`config.mk`:
```
export PLATFORM = sky130hd
export DESIGN_NAME = row_pair_feeder
export DESIGN_NICKNAME = d
export VERILOG_FILES = /design/src/rtl/row_pair_feeder.sv
export SDC_FILE = /design/constraint.sdc
export NUM_CORES = 1
export LEC_CHECK = 0
export CORE_AREA = 2 2 436 438
export DETAILED_ROUTE_END_ITERATION = 7
export DIE_AREA = 0 0 438 440
export SLEW_MARGIN = 20
export SYNTH_ARGS = -nofsm -noshare
export SYNTH_HDL_FRONTEND = slang
export SYNTH_SLANG_ARGS = --single-unit
export TNS_END_PERCENT = 5
```
`constraint.sdc`:
```
create_clock -name clk -period 2.5 [get_ports clk]
set_clock_uncertainty 0.15 [all_clocks]
set_input_delay 0.5 -clock clk [delete_from_list [all_inputs] [get_ports clk]]
set_output_delay 0.5 -clock clk [all_outputs]
set_load 0.02 [all_outputs]
```
`src/rtl/row_pair_feeder.sv`:
```
// row_pair_feeder: sequences one matrix-times-vector job row by row.
// Each row is fetched from the row RAM and registered together with the
// vector. The pair is then handed to an external dot-product unit, and
// the scalar result is written to the result RAM.
// A watchdog replaces a hung dot product with a quiet NaN, so the job
// still completes.
// Optional feature: define ROW_FEEDER_CYCLE_COUNT_EN to add the job_cycles
// output, which counts the clock cycles of the current or most recent job.
module row_pair_feeder #(
    parameter int unsigned NI      = 8,
    parameter int unsigned NROWS   = 8,
    parameter int unsigned TIMEOUT = 64
) (
    input  logic              clk,
    input  logic              reset,
    input  logic              start,
    output logic [7:0]        mat_addr,
    input  logic [32*NI-1:0]  mat_data,
    input  logic [32*NI-1:0]  vec_data,
    output logic [32*NI-1:0]  first_row_input,
    output logic [32*NI-1:0]  second_row_input,
    output logic              outsider_read_now,
    output logic              dp_reset,
    input  logic              dp_finish,
    input  logic [31:0]       dp_result,
    output logic              res_we,
    output logic [7:0]        res_addr,
    output logic [31:0]       res_data,
    output logic              busy,
    output logic              done,
    output logic              timeout_err
`ifdef ROW_FEEDER_CYCLE_COUNT_EN
    ,
    output logic [31:0]       job_cycles
`endif
);

    localparam int unsigned DW    = 32 * NI;
    localparam int unsigned WD_W  = $clog2(TIMEOUT + 1);
    localparam logic [31:0] QNAN  = 32'h7FC0_0000;

    typedef enum logic [2:0] {
        IDLE     = 3'd0,
        CLR      = 3'd1,
        FETCH    = 3'd2,
        LATCH    = 3'd3,
        LAUNCH   = 3'd4,
        WAIT_FIN = 3'd5,
        STORE    = 3'd6,
        DONE     = 3'd7
    } state_t;

    state_t            state_q;
    logic [7:0]        row_q;
    logic [7:0]        row_d;
    logic [WD_W-1:0]   wd_q;
    logic [WD_W-1:0]   wd_d;
    logic              last_row_c;
    logic              wd_expired_c;

    logic [7:0]        mat_addr_q;
    logic [DW-1:0]     first_row_q;
    logic [DW-1:0]     second_row_q;
    logic              read_now_q;
    logic              dp_reset_q;
    logic              res_we_q;
    logic [7:0]        res_addr_q;
    logic [31:0]       res_data_q;
    logic              busy_q;
    logic              done_q;
    logic              timeout_err_q;

    // Next row index, next watchdog count, and the two termination tests.
    always_comb begin
        row_d        = row_q + 8'd1;
        wd_d         = wd_q + WD_W'(1);
        last_row_c   = (row_q == 8'(NROWS - 1));
        wd_expired_c = (wd_q == WD_W'(TIMEOUT - 1));
    end

    // Job sequencer. All outputs are registered.
    // Pulse outputs default low and are raised in the cycle before the state they mark.
    always_ff @(posedge clk) begin
        if (reset) begin
            state_q       <= IDLE;
            row_q         <= 8'd0;
            wd_q          <= '0;
            mat_addr_q    <= 8'd0;
            first_row_q   <= '0;
            second_row_q  <= '0;
            read_now_q    <= 1'b0;
            dp_reset_q    <= 1'b1;
            res_we_q      <= 1'b0;
            res_addr_q    <= 8'd0;
            res_data_q    <= 32'd0;
            busy_q        <= 1'b0;
            done_q        <= 1'b0;
            timeout_err_q <= 1'b0;
        end else begin
            dp_reset_q <= 1'b0;
            read_now_q <= 1'b0;
            res_we_q   <= 1'b0;
            done_q     <= 1'b0;

            case (state_q)
                IDLE: begin
                    if (start) begin
                        row_q         <= 8'd0;
                        busy_q        <= 1'b1;
                        timeout_err_q <= 1'b0;
                        dp_reset_q    <= 1'b1;
                        state_q       <= CLR;
                    end
                end

                CLR: begin
                    mat_addr_q <= row_q;
                    state_q    <= FETCH;
                end

                FETCH: begin
                    state_q <= LATCH;
                end

                LATCH: begin
                    // Row and vector stay frozen until the next CLR.
                    // The consumer reads them once for each half.
                    first_row_q  <= mat_data;
                    second_row_q <= vec_data;
                    read_now_q   <= 1'b1;
                    state_q      <= LAUNCH;
                end

                LAUNCH: begin
                    wd_q    <= '0;
                    state_q <= WAIT_FIN;
                end

                WAIT_FIN: begin
                    // Finish cannot be stale here: CLR reset the unit for this row.
                    if (dp_finish) begin
                        res_we_q   <= 1'b1;
                        res_addr_q <= row_q;
                        res_data_q <= dp_result;
                        state_q    <= STORE;
                    end else if (wd_expired_c) begin
                        timeout_err_q <= 1'b1;
                        res_we_q      <= 1'b1;
                        res_addr_q    <= row_q;
                        res_data_q    <= QNAN;
                        state_q       <= STORE;
                    end else begin
                        wd_q <= wd_d;
                    end
                end

                STORE: begin
                    if (last_row_c) begin
                        done_q  <= 1'b1;
                        state_q <= DONE;
                    end else begin
                        row_q      <= row_d;
                        dp_reset_q <= 1'b1;
                        state_q    <= CLR;
                    end
                end

                DONE: begin
                    busy_q  <= 1'b0;
                    state_q <= IDLE;
                end

                default: begin
                    state_q <= IDLE;
                end
            endcase
        end
    end

`ifdef ROW_FEEDER_CYCLE_COUNT_EN
    logic [31:0] job_cycles_q;

    // Job length counter: cleared when a job is accepted, then holds after DONE.
    always_ff @(posedge clk) begin
        if (reset) begin
            job_cycles_q <= 32'd0;
        end else if (state_q == IDLE && start) begin
            job_cycles_q <= 32'd0;
        end else if (busy_q) begin
            job_cycles_q <= job_cycles_q + 32'd1;
        end
    end

    assign job_cycles = job_cycles_q;
`endif

    assign mat_addr          = mat_addr_q;
    assign first_row_input   = first_row_q;
    assign second_row_input  = second_row_q;
    assign outsider_read_now = read_now_q;
    assign dp_reset          = dp_reset_q;
    assign res_we            = res_we_q;
    assign res_addr          = res_addr_q;
    assign res_data          = res_data_q;
    assign busy              = busy_q;
    assign done              = done_q;
    assign timeout_err       = timeout_err_q;

endmodule

```
==> results.yml <==
setup_path:
  cp_top_family: "buffers and inverters"
  critPathCaptureType: "primary output"
  crit_path_cell_trace: "clkdlybuf4s50_1"
  critPathSlowestCell: "clkdlybuf4s50_1"
  r2r_cells: 7
  cp_max_fo: 2
  cp-start-kind: "flip-flop"
  crit_required_ns: 1.85
  cp.depth: 1
  max_stage_delay_ns: 0.66
  arrival_ns: 1.77
  cp_num_buf_inv: 1
  crit_type: "reg2out"
timing:
  setup_violations: 0
  fmax_ghz: 0.414
  layout_min_cycle_time_ns: 2.42
  maxSlewViolCount: 0
  fin_tns_setup_ns: 0
  fin_hold_ws_ns: 0.225
  relSlewSlack_pct: 46.3
  rsz0062_at_grt: "no"
  finalHoldViolCount: 0
  tightest_slew_ns: 0.806
  min_period_over_period_pct: 96.7
power:
  clkPwrFrac_pct: 46.9
  ir_drop_mv: 0.456
  p_sw_share_pct: 25.1
  intPower_mw: 16.9
  finalPower_mw: 22.6
  power.switching_mw: 5.65
  leakage_nw: 12.1
  seqPwrFrac_pct: 42.6
  combPwrFrac_pct: 10.6
  power.density_nw_per_um2: 612
placed_design:
  io_buffer_count: 1113
  dp_cells: 6035
  placed_cell_area_sq_um: 34500
  hpwlAfterDp_mm: 89.1
  gp_congestion: 0.880
floorplanning:
  top_level_ports: 1114
  die_area_sq_um: 193000
  rows: 160
  die_y_um: 440
  dieWidth_um: 438
  core_region_area_sq_um: 189000
  start_util_pct: 10.7
synth:
  synth_area_leaders: "dfxtp_1 (58%), nand2_1 (20%), a21oi_1 (14%)"
  avgSynthCellArea_sq_um: 7.97
  ys_seq_area_share_pct: 58.2
  yosysTopAreaCell: "dfxtp_1"
  synth_edf_count: 0
  ys_seq_elements: 584
  synth_ff_type: "dfxtp_1"
  ys_warn_count: 0
  synthesis.area_sq_um: 20100
  netlist-cell-type-count: 44
  synthArstFlopShare_pct: 0
  yosysTopAreaCellShare_pct: 58.2
  syn_inst: 2521
  syn_nets: 3071
outcome:
  outcome: "finished, final reports clean"
global_route:
  antenna_found_initial: 38
  grt_pass1_wl_mm: 152
  grt_pass1_vias: 20500
  overflow: 0
  grt_max_degree: 157
  grt_usage_pct: 11.0
clock_tree:
  ctsHtreeMaxLevel: 3
  postCtsSetupRepairBufs: 0
  cts_hold_buf: 0
  cts_buffer_depth: 3
  cts_resized: 38
  clkSinkCount: 584
  cts-root-buf: "clkbuf_16"
  cts_inserted_buffers: 72
  tritoncts: "built"
  clk_latency_ns: 0.66
  cts.reportedPaths.clkPinSlew_ns: 0.06
cells_and_area:
  design_area_sq_um: 36900
  nets: 4148
  nFillCells: 21000
  syn2layout_area_growth_pct: 83.4
  drive_gt1_share_pct: 5.76
  fin_cells: 6169
detailed_routing:
  drt.antenna.violating_nets: 0
  drt-pass1-iter-count: 5
  vias: 21500
  wire_per_inst_um: 18.2
  avgViaCountPerCell: 3.48
  wl_mm: 112
  first_iter_violations: 1306
  drc_errors: 0
hold_path:
  min_path_type: "in2reg"
  hold-path-cell-count: 3
run:
  max_cap_violations: 0
-- cell families (layout without fill, tap and decap cells) --
| kind of cell | count (synthesis) | in the layout | share of synthesized area, % |
|---|---|---|---|
| buf+inv | 198 | 1324 | 3.75 |
| other cells | 0 | 11 | 0 |
| simple gates | 1128 | 1128 | 21.7 |
| compound gates | 609 | 609 | 16.2 |
| flops | 584 | 584 | 58.2 |
| fa+ha+maj | 2 | 2 | 0.125 |
-- power by group through the flow --
stage | logic, mW | clock network (mW) | registers (mW)
finish | 2.39 | 10.6 | 9.61
global route | 2.55 | 11.4 | 9.63
CTS | 2.43 | 11.0 | 9.61
detailed placement | 2.42 | 0 | 9.81
global placement | 2.41 | 0 | 9.80
floorplan | 0.528 | 0 | 10.0
-- placed cells by master, fill, tap and decap left out, types with 2 or more instances in the layout --
cell type,n
nor2_1,16
dlymetal6s2s_1,5
inv_1,6
clkbuf_1,12
a311oi_1,2
a2111oi_2,2
or2_2,2
a22o_1,23
a21oi_1,549
clkbuf_8,20
nand3_1,18
inv_6,4
dfxtp_1,584
dlygate4sd2_1,38
nand2b_1,2
ha_1,2
or3_1,4
inv_16,2
o21ai_0,9
clkbuf_16,74
o31ai_1,2
or4_1,4
nor3_1,14
diode_2,11
nor3b_1,2
a31oi_1,3
a41oi_1,2
o2111ai_1,2
and3b_1,2
buf_12,19
nand2_1,1054
nand3b_1,2
clkdlybuf4s50_1,1067
clkinv_2,7
a31o_2,3
buf_4,65
o311ai_0,3
-- cell usage after synthesis (all sizes together), types with 3 or more instances --
cell and number:
a31oi 3, nor3 14, o31ai 3, nand3 18, buf 5, o21ai 9
a31o 3, or3 4, or2 3, dfxtp 584, or4 5, a21oi 549
a22o 23, nand2 1054, inv 6, o311ai 3, nor2 17, clkbuf 187
-- final timing paths --
| kind | end | slack (ns) | start |
|---|---|---|---|
| min reg2reg | second_row_input[228] | 0.30 | second_row_input[228] |
| max reg2reg | res_data[17] | 0.27 | wd_q[0] |
| min | second_row_input[67] | 0.22 | vec_data[67] |
| max | first_row_input[95] | 0.08 | first_row_input[95] |
-- through the flow --
step | setup slack, ns | utilization (%)
6_report | 0.0837 | 19.5
5_1_grt | 0.0000655 | 19.5
4_1_cts | 0.0000814 | 19.5
3_5_place_dp | 0.144 | 18.3
3_3_place_gp | 0.154 | 18.3
2_1_floorplan | 0.475 | -
-- sequential cells by signal (all words and copies together), names as in the netlist --
register and count:
busy 1, done 1, dp_reset 1, first_row_input 256, mat_addr 8, outsider_read_now 1
res_addr 8, res_data 32, res_we 1, row_q 8, second_row_input 256, state_q 3
timeout_err 1, wd_q 7
-- final cells by class --
class	count	area, sq um	area share, %
timing repair buffer	1195	12000	32.4
sequential	584	11700	31.7
multi-input combinational	1739	7660	20.8
tap	2511	3140	8.52
clock buffer	106	2170	5.89
clock inverter	17	186	0.506
antenna	11	27.5	0.0747
inverter	6	22.5	0.0611
-- layer usage --
layer	wire length [um]	track usage, %	part of all wire (%)
met5	38	0	0.034
met4	3290	4.18	2.9
met2	53100	17.8	47
met1	43800	12.9	39
met3	11900	4.22	11
(Power assumes the default switching activity.)
